`src/rtl/symbol_sequencer_if.sv`:
```
// rtl/symbol_sequencer_if.sv - control and display bundle between the switch front end and the symbol sequencer
interface symbol_sequencer_if #(
    parameter int NBITS_SYM = 6,
    parameter int NBITS_IDX = 4
);
    logic                 wr_en;
    logic [NBITS_SYM-1:0] wr_data;
    logic                 clr;
    logic                 start;
    logic                 pause;
    logic [NBITS_SYM-1:0] sym_code;
    logic                 sym_valid;
    logic [NBITS_IDX-1:0] index;
    logic [NBITS_IDX:0]   length;
    logic                 full;
    logic                 busy;

    modport master (
        output wr_en, wr_data, clr, start, pause,
        input  sym_code, sym_valid, index, length, full, busy
    );

    modport slave (
        input  wr_en, wr_data, clr, start, pause,
        output sym_code, sym_valid, index, length, full, busy
    );
endinterface

```
`src/rtl/symbol_sequencer.sv`:
```
// rtl/symbol_sequencer.sv - stores a short symbol message and replays it to the seven-segment decoder
module symbol_sequencer #(
    parameter int NBITS_SYM      = 6,
    parameter int DEPTH          = 16,
    parameter int NBITS_IDX      = 4,
    parameter int TICKS_PER_STEP = 2
) (
    input  logic                  clk_2,
    input  logic                  reset,
    symbol_sequencer_if.slave     bus
);
    localparam int NBITS_CNT = (TICKS_PER_STEP > 1) ? $clog2(TICKS_PER_STEP) : 1;
    localparam logic [NBITS_CNT-1:0] CNT_LAST = NBITS_CNT'(TICKS_PER_STEP - 1);
    localparam logic [NBITS_IDX:0]   LEN_FULL = (NBITS_IDX + 1)'(DEPTH);

    typedef enum logic [1:0] {
        ST_IDLE,
        ST_PLAY,
        ST_PAUSE
    } state_t;

    state_t               state_q, state_d;
    logic [NBITS_CNT-1:0] cnt_q, cnt_d;
    logic [NBITS_IDX-1:0] idx_q, idx_d;
    logic [NBITS_IDX:0]   len_q, len_d;
    logic [NBITS_SYM-1:0] code_q, code_d;
    logic                 valid_q;
    logic                 full_q;
    logic                 busy_q;
    logic                 mem_we;
    logic [NBITS_IDX-1:0] last_idx;
    logic [NBITS_SYM-1:0] mem [DEPTH];

    assign last_idx = NBITS_IDX'(len_q - 1'b1);

    always_comb begin
        state_d = state_q;
        cnt_d   = cnt_q;
        idx_d   = idx_q;
        len_d   = len_q;
        code_d  = code_q;
        mem_we  = 1'b0;
        case (state_q)
            ST_IDLE: begin
                // start is judged on the pre-edge length and swallows any write/clear on the same edge
                if (bus.start) begin
                    if (len_q != '0) begin
                        state_d = ST_PLAY;
                        cnt_d   = '0;
                        idx_d   = '0;
                        code_d  = mem[0];
                    end
                end else if (bus.clr) begin
                    len_d = '0;
                end else if (bus.wr_en && !full_q) begin
                    mem_we = 1'b1;
                    len_d  = len_q + 1'b1;
                end
            end
            ST_PLAY, ST_PAUSE: begin
                if (bus.start) begin
                    state_d = ST_IDLE;
                    cnt_d   = '0;
                    idx_d   = '0;
                    code_d  = '0;
                end else if (bus.pause) begin
                    state_d = ST_PAUSE;
                end else begin
                    // leaving PAUSE counts on the same edge, so a pause of N cycles stretches the hold by exactly N
                    state_d = ST_PLAY;
                    if (cnt_q == CNT_LAST) begin
                        cnt_d  = '0;
                        idx_d  = (idx_q == last_idx) ? '0 : idx_q + 1'b1;
                        code_d = mem[idx_d];
                    end else begin
                        cnt_d = cnt_q + 1'b1;
                    end
                end
            end
            default: begin
                state_d = ST_IDLE;
                cnt_d   = '0;
                idx_d   = '0;
                code_d  = '0;
            end
        endcase
    end

    always_ff @(posedge clk_2) begin
        if (reset) begin
            state_q <= ST_IDLE;
            cnt_q   <= '0;
            idx_q   <= '0;
            len_q   <= '0;
            code_q  <= '0;
            valid_q <= 1'b0;
            full_q  <= 1'b0;
            busy_q  <= 1'b0;
        end else begin
            state_q <= state_d;
            cnt_q   <= cnt_d;
            idx_q   <= idx_d;
            len_q   <= len_d;
            code_q  <= code_d;
            valid_q <= (state_d != ST_IDLE);
            full_q  <= (len_d == LEN_FULL);
            busy_q  <= (state_d != ST_IDLE);
        end
    end

    always_ff @(posedge clk_2) begin
        if (!reset && mem_we) begin
            mem[len_q[NBITS_IDX-1:0]] <= bus.wr_data;
        end
    end

    assign bus.sym_code  = code_q;
    assign bus.sym_valid = valid_q;
    assign bus.index     = idx_q;
    assign bus.length    = len_q;
    assign bus.full      = full_q;
    assign bus.busy      = busy_q;
endmodule
```
`src/flat_wrapper.sv`:
```
// flat-port wrapper written by rule: the top's interface ports become plain ports
module symbol_sequencer_flat 
#(
    parameter int NBITS_SYM      = 6,
    parameter int DEPTH          = 16,
    parameter int NBITS_IDX      = 4,
    parameter int TICKS_PER_STEP = 2
)
  (clk_2, reset, bus_wr_en, bus_wr_data, bus_clr, bus_start, bus_pause, bus_sym_code, bus_sym_valid, bus_index, bus_length, bus_full, bus_busy);
  symbol_sequencer_if #(.NBITS_SYM(NBITS_SYM), .NBITS_IDX(NBITS_IDX)) bus_i ();
  input  logic clk_2;
  input  logic reset;
  input wire logic [$bits(bus_i.wr_en)-1:0] bus_wr_en;
  input wire logic [$bits(bus_i.wr_data)-1:0] bus_wr_data;
  input wire logic [$bits(bus_i.clr)-1:0] bus_clr;
  input wire logic [$bits(bus_i.start)-1:0] bus_start;
  input wire logic [$bits(bus_i.pause)-1:0] bus_pause;
  output wire logic [$bits(bus_i.sym_code)-1:0] bus_sym_code;
  output wire logic [$bits(bus_i.sym_valid)-1:0] bus_sym_valid;
  output wire logic [$bits(bus_i.index)-1:0] bus_index;
  output wire logic [$bits(bus_i.length)-1:0] bus_length;
  output wire logic [$bits(bus_i.full)-1:0] bus_full;
  output wire logic [$bits(bus_i.busy)-1:0] bus_busy;
  assign bus_i.wr_en = bus_wr_en;
  assign bus_i.wr_data = bus_wr_data;
  assign bus_i.clr = bus_clr;
  assign bus_i.start = bus_start;
  assign bus_i.pause = bus_pause;
  assign bus_sym_code = bus_i.sym_code;
  assign bus_sym_valid = bus_i.sym_valid;
  assign bus_index = bus_i.index;
  assign bus_length = bus_i.length;
  assign bus_full = bus_i.full;
  assign bus_busy = bus_i.busy;
  symbol_sequencer #(.NBITS_SYM(NBITS_SYM), .DEPTH(DEPTH), .NBITS_IDX(NBITS_IDX), .TICKS_PER_STEP(TICKS_PER_STEP)) u_core (.clk_2(clk_2), .reset(reset), .bus(bus_i));
endmodule
```
`config.mk`:
```
export PLATFORM = sky130hd
export DESIGN_NAME = symbol_sequencer_flat
export DESIGN_NICKNAME = d
export VERILOG_FILES = /design/src/rtl/symbol_sequencer_if.sv /design/src/rtl/symbol_sequencer.sv /design/src/flat_wrapper.sv
export SDC_FILE = /design/constraint.sdc
export NUM_CORES = 1
export LEC_CHECK = 0
export ABC_AREA = 0
export ABC_CLOCK_PERIOD_IN_PS = 2300
export CORE_MARGIN = 3
export CORE_UTILIZATION = 55
export CTS_BUF_LIST = sky130_fd_sc_hd__clkbuf_4 sky130_fd_sc_hd__clkbuf_8
export CTS_CLUSTER_SIZE = 28
export DETAILED_ROUTE_END_ITERATION = 7
export HOLD_SLACK_MARGIN = 0.08
export MAX_ROUTING_LAYER = met4
export PLACE_DENSITY = 0.79
export SETUP_SLACK_MARGIN = 0.2
export SYNTH_ARGS = -nofsm -noshare
export SYNTH_HDL_FRONTEND = slang
export SYNTH_SLANG_ARGS = --single-unit
```
`constraint.sdc`:
```
create_clock -name clk_2 -period 2.3 [get_ports clk_2]
set_input_delay 0.345 -clock clk_2 [delete_from_list [all_inputs] [get_ports clk_2]]
set_output_delay 0.345 -clock clk_2 [all_outputs]
set_load 0.005 [all_outputs]
```
==> results of run 1 <==
-- power by group --
part	internal (W)	switching, W
Clock	0.00110	0.000903
Sequential	0.00229	0.0000106
Combinational	0.000145	0.000165
Total	0.00354	0.00108
-- kinds of logic after synthesis --
| group | count (synthesis) | synth area share |
|---|---|---|
| XOR/XNOR | 12 | 0.0253 |
| AND/OR/NAND/NOR | 89 | 0.0884 |
| buffers and inverters | 24 | 0.0245 |
| multiplexers | 42 | 0.129 |
| flip-flops | 116 | 0.650 |
| AO/OA/AOI/OAI | 46 | 0.0634 |
| adder cells (fa/ha/maj) | 8 | 0.0198 |
-- layout make-up --
type,instances,area [um^2],area share
Sequential cell,116,3290,0.514
Timing Repair Buffer,72,716,0.112
Inverter,6,22.5,0.00353
Clock buffer,17,234,0.0366
Multi-Input combinational cell,197,1800,0.282
Clock inverter,15,195,0.0306
Tap cell,108,135,0.0212
-- critical path, stage by stage, from the launching register on --
cell and delay, ns:
dfxtp_2 0.34, ha_4 0.32, buf_12 0.16, buf_12 0.14
buf_4 0.12, mux4_2 0.48, mux2i_1 0.20, and3_1 0.20
o32ai_1 0.10
-- worst max-delay path by stage --
stage	start	to	slack (ns)	cells past startpoint
final	u_core.bus.index[1]	u_core.bus.sym_code[1]	0.11	8
after global routing	u_core.state_q[1]	u_core.bus.sym_code[4]	0.07	6
after CTS	u_core.bus.index[0]	u_core.bus.sym_code[3]	0.19	7
after detailed placement	bus_wr_en	u_core.mem[13][0]	-0.03	7
after global placement	bus_wr_en	u_core.mem[10][1]	0.08	7
after floorplan	u_core.state_q[0]	u_core.mem[10][0]	0.16	7
-- registers in the layout, indices dropped and copies added (netlist names) --
| signal | cells |
|---|---|
| u_core.mem | 96 |
| u_core.bus.index | 4 |
| u_core.state_q | 2 |
| u_core.bus.sym_code | 6 |
| u_core.bus.length | 5 |
| u_core.cnt_q | 1 |
| u_core.bus.sym_valid | 1 |
| u_core.bus.full | 1 |
-- Yosys cell counts, types with 5 or more instances --
library cell  count
mux4_2           18
mux2i_1          20
and3_1            5
a31oi_1           5
edfxtp_1         96
a21oi_1           8
ha_1              8
o21ai_0           5
nor2_1           34
nor2b_1           5
dfxtp_1          20
xnor2_1           6
nand2_1          17
clkbuf_1          6
inv_1             5
nand4_1           5
a21boi_0          5
-- metrics by stage --
step	worst slack, ns	utilization	TNS [ns]	hold slack (ns)
CTS	0.188	0.713	0	0.528
global route	0.0717	0.725	0	0.567
finish	0.112	0.725	0	0.537
global placement	0.0752	0.644	0	0.504
detailed placement	-0.0309	0.644	-0.416	0.517
floorplan	0.156	-	0	0.444
-- routing by layer --
layer | vias up | GRT usage | share of wire
met2 | 139 | 0.407 | 0.50
met1 | 1691 | 0.310 | 0.41
met3 | 32 | 0.0560 | 0.057
met5 | - | - | 0
li1 | 1455 | - | -
met4 | 0 | 0.107 | 0.029
-- timing repair --
action,4_1_cts,5_1_grt
pin swaps,4,9
cloned,2,0
endpoints found under the setup margin,101,62
setup buffers,3,4
gates resized for setup,18,17
==> impl_metrics.tcl, run 1 <==
set metrics [dict create \
    status "complete, no violations" \
    vias 3317 \
    num-fill-cells 528 \
    cts.sinks 116 \
    finalHoldViolations 0 \
    die-area_mm2 0.0104 \
    cts_hold_buf 0 \
    worstSetupPathType "register to register" \
    r2r_start "u_core.bus.index[1]" \
    diodes 0 \
    cp-start-kind "register" \
    skew_ns 0.00781 \
    drive_gt1_frac 0.307 \
    clockRootBuffer "clkbuf_8" \
    critical_path_arrival_ns 2.49 \
    grt_max_degree 25 \
    wl_per_cell_um 22.8 \
    reg2regPathDepth 8 \
    synth_ff_type "edfxtp_1" \
    cts_made_buffers 17 \
    gp_congestion 0.861 \
    crit_path_max_fanout 8 \
    worstPathRequired_ns 2.60 \
    io_buffers 29 \
    cts_tree "built" \
    leakagePower_nw 2.13 \
    rsz0062_at_grt "true" \
    rrSetupSlack_ns 0.11 \
    track_usage 0.252 \
    die_x_um 102 \
    total_power_w 0.00462 \
    num_io_pins 30 \
    r2r-end "u_core.bus.sym_code[1]" \
    h-tree-depth 4 \
    synth_cells 337 \
    syn_area_per_cell_um2 15.0 \
    start_util 0.574 \
    yosysSeqAreaShare 0.650 \
    antenna_found_initial 0 \
    fin_cells 531 \
    nets 430 \
    die_h_um 102 \
    synth_largest_area_cell "edfxtp_1" \
    place_area_mm2 0.00567 \
    fmax_mhz 457 \
    max_cap_viol_count 0 \
    drc_errors 0 \
    yosysUniqueCellTypes 53 \
    hold_class "register to register" \
    setup_violations 0 \
    viasPerCell 6.25 \
    final_area_mm2 0.00639 \
    worst_ir_drop_vdd_mv 0.496 \
    layout_common_cells "edfxtp_1 (96), buf_4 (36), nor2_1 (29), clkdlybuf4s50_1 (29)" \
    hold-path-endpoint "u_core.state_q[1]" \
    syn-num-nets 357 \
    fin_crit_ns 2.19 \
    slew-limit-headroom 0.532 \
    endpoint_kind "register" \
    ys_seq_elements 116 \
    synthArstFlopShare 0 \
    holdPathStages 2 \
    clk_pin_slew_ns 0.08 \
    core_area_mm2 0.00881 \
    period_share 0.951 \
    hp-start "u_core.state_q[1]" \
    placed_cells 490 \
    drtIter0Drc 249 \
    power.density_mw_per_mm2 723 \
    finalMaxSlewViolations 0 \
    synth_edf_count 96 \
    synth.top_cells.by_area "edfxtp_1 (57%), mux4_2 (8.0%), dfxtp_1 (7.9%), mux2i_1 (4.0%), nor2_1 (2.5%)" \
    rows 34 \
    dp_hpwl_um 7570 \
    final_common_cell "edfxtp_1" \
    overflow 0 \
    synth_area_mm2 0.00505 \
    cts_buffer_depth 2 \
    drtAntennaViolNets 0 \
    ys_warn_count 0 \
    totalWireLength_um 12100 \
    clock_latency_ns 0.42 \
    grt_first_pass_wirelength_um 18200 \
    dr.pass1.iters 5 \
    syn_to_final_growth_pct 26.4 \
    synth_top_area_share 0.571 \
    grt_pass1_vias 3315 \
    tightest_slew_ns 0.700 \
]
No activity file was read; power rests on OpenSTA's default activity.
==> run 2, diff against run 1 <==
--- a/config.mk
+++ b/config.mk
@@ -7,14 +7,16 @@
 export LEC_CHECK = 0
 export ABC_AREA = 0
 export ABC_CLOCK_PERIOD_IN_PS = 2300
+export CELL_PAD_IN_SITES_DETAIL_PLACEMENT = 0
+export CELL_PAD_IN_SITES_GLOBAL_PLACEMENT = 1
 export CORE_MARGIN = 3
-export CORE_UTILIZATION = 55
+export CORE_UTILIZATION = 47
 export CTS_BUF_LIST = sky130_fd_sc_hd__clkbuf_4 sky130_fd_sc_hd__clkbuf_8
 export CTS_CLUSTER_SIZE = 28
 export DETAILED_ROUTE_END_ITERATION = 7
 export HOLD_SLACK_MARGIN = 0.08
 export MAX_ROUTING_LAYER = met4
-export PLACE_DENSITY = 0.79
+export PLACE_DENSITY = 0.8
 export SETUP_SLACK_MARGIN = 0.2
 export SYNTH_ARGS = -nofsm -noshare
 export SYNTH_HDL_FRONTEND = slang
==> impl_metrics.tcl, run 2 (same netlist as run 1, synthesis figures left out) <==
set metrics [dict create \
    overflow 0 \
    finalMaxSlewViolations 0 \
    period_share 0.913 \
    viasPerCell 5.53 \
    largest_reg_flops 96 \
    io_buffers 29 \
    max_cap_viol_count 0 \
    rows 37 \
    cp_num_cells 6 \
    cts_hold_buf 0 \
    status "complete, no violations" \
    intPower_w 0.00352 \
    total_power_w 0.00453 \
    worst_ir_drop_vdd_mv 0.663 \
    dp_slack_ns 0.0193 \
    reg2regPathDepth 6 \
    vias 3057 \
    worstPathRequired_ns 2.60 \
    max_stage_delay_ns 0.53 \
    cts.sinks 116 \
    h-tree-depth 4 \
    leakagePower_nw 2.06 \
    clk_pin_slew_ns 0.07 \
    fin_ws_ns 0.200 \
    die-area_mm2 0.0120 \
    start_util 0.487 \
    layout_common_cells "edfxtp_1 (96), nor2_1 (34), buf_4 (33)" \
    dp_hpwl_um 7260 \
    combPwrFrac 0.063 \
    drive_gt1_frac 0.269 \
    gp_congestion 0.838 \
    die_h_um 110 \
    grt_pass1_vias 3000 \
    diodes 0 \
    path_buf_inv 1 \
    drc_errors 0 \
    slew-limit-headroom 0.559 \
    holdPathStages 2 \
    hold_class "register to register" \
    final_common_cell "edfxtp_1" \
    grt_max_degree 25 \
    fmax_mhz 476 \
    clock_latency_ns 0.41 \
    die_x_um 110 \
    setup_violations 0 \
    drtAntennaViolNets 0 \
    worstSetupPathType "register to register" \
    power.switching_w 0.00101 \
    cts_tree "built" \
    num_io_pins 30 \
    grt_first_pass_wirelength_um 16600 \
    clockRootBuffer "clkbuf_8" \
    core_area_mm2 0.0104 \
    dr.pass1.iters 4 \
    cp-start-kind "register" \
    slowest_stage "mux4_2" \
    cpLargestDelayFamily "multiplexers" \
    track_usage 0.197 \
    tightest_slew_ns 0.660 \
    power.density_mw_per_mm2 725 \
    p_seq_frac 0.508 \
    fin_tns_setup_ns 0 \
    totalWireLength_um 10700 \
    finalHoldViolations 0 \
    crit_path_max_fanout 7 \
    cts_buffer_depth 2 \
    fin_crit_ns 2.10 \
    rsz0062_at_grt "true" \
    skew_ns 0.0110 \
    power.share.clock 0.429 \
    wl_per_cell_um 19.4 \
    crit_path_cell_trace "ha_4 > buf_12 > mux4_2 > mux2_2 > o31ai_2 > o32ai_1" \
    nets 424 \
    critical_path_arrival_ns 2.40 \
    switching_share 0.223 \
    syn_to_final_growth_pct 23.8 \
    antenna_found_initial 0 \
    drtIter0Drc 154 \
    cts_made_buffers 17 \
    endpoint_kind "register" \
]
## run 2: changes by cell type in the layout (fill, tap and decap cells not counted), sizes merged
cell / previous run / this run
clkinvlp: 1 / 4
inv: 11 / 9
buf: 43 / 37
clkbuf: 17 / 18
clkinv: 6 / 4
## run 2: worst paths after layout
check / start / end / slack [ns]
worst max-delay path: u_core.bus.index[0] / u_core.bus.sym_code[1] / 0.20
worst min-delay path: u_core.state_q[1] / u_core.state_q[1] / 0.52
worst max register to register: u_core.bus.index[0] / u_core.bus.sym_code[1] / 0.20
worst min register to register: u_core.state_q[1] / u_core.state_q[1] / 0.52
## run 2: stage by stage
step | hold WS (ns) | instances | util | instance area, um^2
floorplan | 0.444 | 337 | - | 5070
global placement | 0.510 | 518 | 0.550 | 5710
detailed placement | 0.516 | 518 | 0.550 | 5710
CTS | 0.530 | 553 | 0.599 | 6210
global route | 0.575 | 553 | 0.603 | 6250
finish | 0.524 | 553 | 0.603 | 6250
## run 2: per-layer routing
| layer | GRT usage | part of all wire | vias to the layer above | routed length [um] |
|---|---|---|---|---|
| met5 | - | 0 | - | 0 |
| met3 | 0.0370 | 0.031 | 22 | 330 |
| met2 | 0.310 | 0.51 | 69 | 5470 |
| met1 | 0.259 | 0.44 | 1525 | 4710 |
| met4 | 0.0686 | 0.021 | 0 | 229 |
| li1 | - | - | 1441 | - |
## run 2: timing repair
item                                   CTS  global route
cloned                                   1             0
gates resized for setup                 12             7
endpoints found under the hold margin    0             0
setup buffers                            2             0
setup endpoints to repair              102           106
pin swaps                                2             1
## run 2: power by group through the flow
stage	Clock (W)	Combinational [W]	Sequential, W
floorplan	0	0.000138	0.00235
global placement	0	0.000267	0.00235
detailed placement	0	0.000267	0.00235
CTS	0.00197	0.000274	0.00230
global route	0.00208	0.000311	0.00230
finish	0.00195	0.000285	0.00230
## run 2: worst register-to-register path: cells and delay by family, from the launching register on
family	cells	cell delay, ns
muxes	2	0.84
adders and majority gates	1	0.33
AOI/OAI and AO/OA	2	0.32
DFF	1	0.34
buffers and inverters	1	0.14
## run 2: layout make-up
type                    count  area, um^2
flip-flops and latches    116        3290
clock buffers              18         241
well taps                 136         170
multi-input cells         197        1730
clock inverters            14         178
fillers                   800        4120
inverters                   6        22.5
repair buffers             66         626
==> run 3, diff against run 2 <==
--- a/config.mk
+++ b/config.mk
@@ -16,7 +16,7 @@
 export DETAILED_ROUTE_END_ITERATION = 7
 export HOLD_SLACK_MARGIN = 0.08
 export MAX_ROUTING_LAYER = met4
-export PLACE_DENSITY = 0.8
+export PLACE_DENSITY = 0.76
 export SETUP_SLACK_MARGIN = 0.2
 export SYNTH_ARGS = -nofsm -noshare
 export SYNTH_HDL_FRONTEND = slang
==> impl_metrics.tcl, run 3 (same netlist as run 1, synthesis figures left out) <==
set metrics [dict create \
    clock_latency_ns 0.43 \
    drtAntennaViolNets 0 \
    grt_pass1_vias 3085 \
    max_cap_viol_count 0 \
    rows 37 \
    dp_hpwl_um 7450 \
    largest_reg_flops 96 \
    slew-limit-headroom 0.536 \
    fin_cells 554 \
    diodes 0 \
    antenna_found_initial 0 \
    worstPathRequired_ns 2.60 \
    setup_violations 0 \
    cts_tree "built" \
    worst_ir_drop_vdd_mv 0.534 \
    final_common_cell "edfxtp_1" \
    die_h_um 110 \
    syn_to_final_growth_pct 25.1 \
    rsz0062_at_grt "true" \
    die_x_um 110 \
    cp-start-kind "register" \
    cts_buffer_depth 2 \
    crit_path_max_fanout 8 \
    tightest_slew_ns 0.693 \
    critical_path_arrival_ns 2.41 \
    power.density_mw_per_mm2 705 \
    start_util 0.487 \
    vias 3081 \
    leakagePower_nw 2.09 \
    endpoint_kind "register" \
    skew_ns 0.0172 \
    fin_crit_ns 2.12 \
    totalWireLength_um 11000 \
    fmax_mhz 472 \
    layout_common_cells "edfxtp_1 (96), nor2_1 (33), buf_4 (33)" \
    period_share 0.921 \
    dp_slack_ns -0.0457 \
    drtIter0Drc 143 \
    dr.pass1.iters 4 \
    cts.sinks 116 \
    cts_made_buffers 17 \
    fin_ws_ns 0.182 \
    io_buffers 29 \
    track_usage 0.205 \
    wl_per_cell_um 19.8 \
    placed_cells 519 \
    finalMaxSlewViolations 0 \
    hold_class "register to register" \
    clockRootBuffer "clkbuf_8" \
    status "complete, no violations" \
    gp_congestion 0.890 \
    nets 425 \
    cts_hold_buf 0 \
    num_io_pins 30 \
    finalHoldViolations 0 \
    grt_first_pass_wirelength_um 17100 \
    drc_errors 0 \
    h-tree-depth 4 \
    worstSetupPathType "register to register" \
    clk_pin_slew_ns 0.07 \
    die-area_mm2 0.0120 \
    grt_max_degree 25 \
    viasPerCell 5.56 \
    drive_gt1_frac 0.287 \
    overflow 0 \
    core_area_mm2 0.0104 \
]
-- run 3: cell types whose count changed in the layout (fill, tap and decap cells not counted), sizes merged --
cell      change
inv           -4
clkbuf        +3
clkinvlp      -2
bufinv        -1
buf           +1
clkinv        +4
-- run 3: final cells by class --
cell class                 count  area [um^2]
timing repair buffer          67          646
inverter                       6         22.5
tap                          136          170
fill                         829         4050
multi-input combinational    197         1790
clock buffer                  21          277
clock inverter                11          129
sequential                   116         3290
-- run 3: report_power, final --
group	switching, W	internal (W)	total, W
Clock	0.000817	0.00105	0.00186
Sequential	0.0000109	0.00229	0.00230
Combinational	0.000152	0.000137	0.000289
Total	0.000980	0.00347	0.00445
-- run 3: through the flow --
stage	hold WS (ns)	TNS, ns	total power [W]	area, um^2	utilization
after global placement	0.517	-1.82	0.00262	5700	0.550
final	0.532	0	0.00445	6320	0.609
after global routing	0.567	0	0.00462	6320	0.609
after floorplan	0.444	0	0.00249	5070	-
after detailed placement	0.522	-2.78	0.00262	5700	0.550
after CTS	0.534	0	0.00448	6230	0.601
-- run 3: final timing paths --
check,from,endpoint,slack [ns],cells past startpoint
hold reg to reg,u_core.cnt_q,u_core.cnt_q,0.53,1
setup / recovery,u_core.bus.index[0],u_core.bus.sym_code[5],0.18,7
setup reg to reg,u_core.bus.index[0],u_core.bus.sym_code[5],0.18,7
hold / removal,u_core.cnt_q,u_core.cnt_q,0.53,1
-- run 3: per-layer routing --
layer | GRT usage | vias to the layer above | wire [um] | share of wire
met5 | - | - | 0 | 0
met2 | 0.312 | 92 | 5530 | 0.50
met4 | 0.0677 | 0 | 121 | 0.011
met1 | 0.270 | 1541 | 4760 | 0.43
li1 | - | 1438 | - | -
met3 | 0.0570 | 10 | 576 | 0.052
-- run 3: repair_timing --
action | 4_1_cts | 5_1_grt
buffers inserted | 2 | 0
resized for setup | 17 | 16
setup endpoints to repair | 33 | 104
pin swaps | 1 | 5
gates cloned | 1 | 0
-- run 3: critical path: stages (launching register included) --
cell and delay, ns:
dfxtp_2 0.34, ha_4 0.30, buf_12 0.11, buf_16 0.13, mux4_2 0.49, mux2_4 0.29
o31ai_4 0.21, o32ai_1 0.11
==> RTL change: new RTL, settings of run 1 <==
`TICKS_PER_STEP` is set to 2 in 2 places; all go to 4.
--- a/src/rtl/symbol_sequencer.sv
+++ b/src/rtl/symbol_sequencer.sv
@@ -5,3 +5,3 @@
     parameter int NBITS_IDX      = 4,
-    parameter int TICKS_PER_STEP = 2
+    parameter int TICKS_PER_STEP = 4
 ) (
--- a/src/flat_wrapper.sv
+++ b/src/flat_wrapper.sv
@@ -6,3 +6,3 @@
     parameter int NBITS_IDX      = 4,
-    parameter int TICKS_PER_STEP = 2
+    parameter int TICKS_PER_STEP = 4
 )
Formal check against the unedited RTL: not equivalent (Yosys sat finds a counterexample within 10 cycles, from zero or initial values and one cycle with reset high).
==> RTL change against run 1 <==
Area after synthesis up 3.5%; worst hold slack got worse by 20 ps; setup slack got worse by 110 ps; power fell by 2.3%; clock power decreased by 8%; wire length up 6.1%; synthesized cell count up 16%; largest cell class unchanged; core utilization up 2.3 points; final area is 5.2% higher; critical path type unchanged; sequential cell count increased by 1.
==> RTL change: results <==
[routing]
drt_pass1_iterations = 5
drt_iter0_drc = 407
dr_total_vias = 3673
avgRoutedWirePerCell_um = 20.9

[worst_setup_path]
cp_max_fo = 5
worstRegToRegCells = 9
worstPathArrival_ps = 2600

[logic_synthesis]
async_flop_share = 0
ys_warn_count = 0
synth_nets = 412
syn_area_per_cell_um2 = 13.4
synth.distinct_cells = 57
synth_area_leaders = edfxtp_1 (55%), dfxtp_1 (8.0%), mux2i_1 (2.9%)
synth_edf_count = 96
seq_area_frac_synth = 0.631
post_synth_most_frequent_cells = edfxtp_1 (96), nor2_1 (37), nand2_1 (25)

[clocking]
clk_latency_ps = 430
clkTransAtPathRegs_ps = 70
cts_made_buffers = 17
htree_levels = 4
clockRootBuffer = clkbuf_8
clockBufferDepth = 2

[placed_design]
port_buffers = 29
dp_cells = 576
gp_congestion = 0.987
detailed_place_hpwl_um = 8900
place_ws_ps = -137
dpl_cell_area_um2 = 6080

[pwr]
ir_drop_mv = 0.517
p_sw_mw = 1.07
leakage_nw = 2.30

[cells_and_area]
drive_gt1_frac = 0.319
layoutNonFillerInstCount = 615
largest_register_ffs = 96
finish.net_count = 497
diodes = 0

[global_routing]
first_global_vias = 3753
grt_antenna_before_repair = 0
grt_pass1_wl_um = 20100
grt_max_degree = 26
grtUsageTotal = 0.253

[job]
drv_cap = 0

[run_status]
outcome = finished clean

[sta]
worstMarginPinSlew_ps = 703
worst_clock_skew_ps = 10.2

[worst_hold_path]
holdPathStages = 2
hp-class = register to register
==> RTL change: changes by cell type in the layout (fill, tap and decap cells not counted), sizes merged, moves of 5 or more <==
cell / change
and3: -6
buf: +15
o22ai: +16
nand3: +5
o211ai: +5
mux2: +6
nand2: +8
a21o: +5
mux2i: -5
mux4: -14
nand2b: +5
a2bb2oi: +6
==> RTL change: layer usage <==
metal | wire length (µm) | track usage | vias to the layer above
li1 | - | - | 1674
met1 | 5290 | 0.307 | 1813
met2 | 6490 | 0.418 | 157
met3 | 788 | 0.0721 | 29
met4 | 264 | 0.0731 | 0
met5 | 0 | - | -
==> RTL change: cells by family (layout without fill, tap and decap cells) <==
kind of cell,after synthesis,in the layout,share of synthesized area
AOI/OAI and AO/OA,89,89,0.126
DFF,117,117,0.631
xor gates and xnor gates,14,14,0.0335
adders and majority gates,9,9,0.0215
and+or+nand+nor,102,102,0.0947
buffers and inverters,31,129,0.0258
muxes,29,29,0.0674
==> RTL change: final cells by class <==
| cell class | count | area [µm²] |
|---|---|---|
| Clock buffer | 17 | 234 |
| Clock inverter | 15 | 155 |
| Fill cell | 555 | 2260 |
| Inverter | 10 | 42.5 |
| Multi-Input combinational cell | 243 | 2060 |
| Sequential cell | 117 | 3310 |
| Tap cell | 126 | 158 |
| Timing Repair Buffer | 87 | 762 |
==> RTL change: worst max-delay path, stage by stage, from the launching register on <==
cell	delay, ps
dfxtp_2	360
inv_4	60
ha_4	250
xor2_2	150
and2_4	170
a31oi_4	240
buf_6	170
mux4_2	530
nor2_2	130
o211ai_1	100
==> RTL change: timing repair <==
item                       in CTS  in global routing
setup endpoints to repair      27                106
pin swaps                      18                  4
gates resized for setup        18                 19
buffers inserted                5                  2
hold buffers                    0                  0
==> RTL change: path summary, 6_finish.rpt <==
kind | from | slack, ps | end
hold reg to reg | u_core.cnt_q[1] | 520 | u_core.cnt_q[1]
setup reg to reg | u_core.bus.length[1] | 0.08 | u_core.bus.sym_code[1]
hold / removal | u_core.cnt_q[1] | 520 | u_core.cnt_q[1]
setup / recovery | u_core.bus.length[1] | 0.08 | u_core.bus.sym_code[1]
==> RTL change: power groups by stage <==
stage | Sequential, mW | Combinational [mW] | Clock [mW]
after floorplan | 2.36 | 0.153 | 0
after global placement | 2.37 | 0.301 | 0
after detailed placement | 2.37 | 0.309 | 0
after CTS | 2.32 | 0.331 | 1.85
after global routing | 2.32 | 0.373 | 1.97
final | 2.32 | 0.349 | 1.84
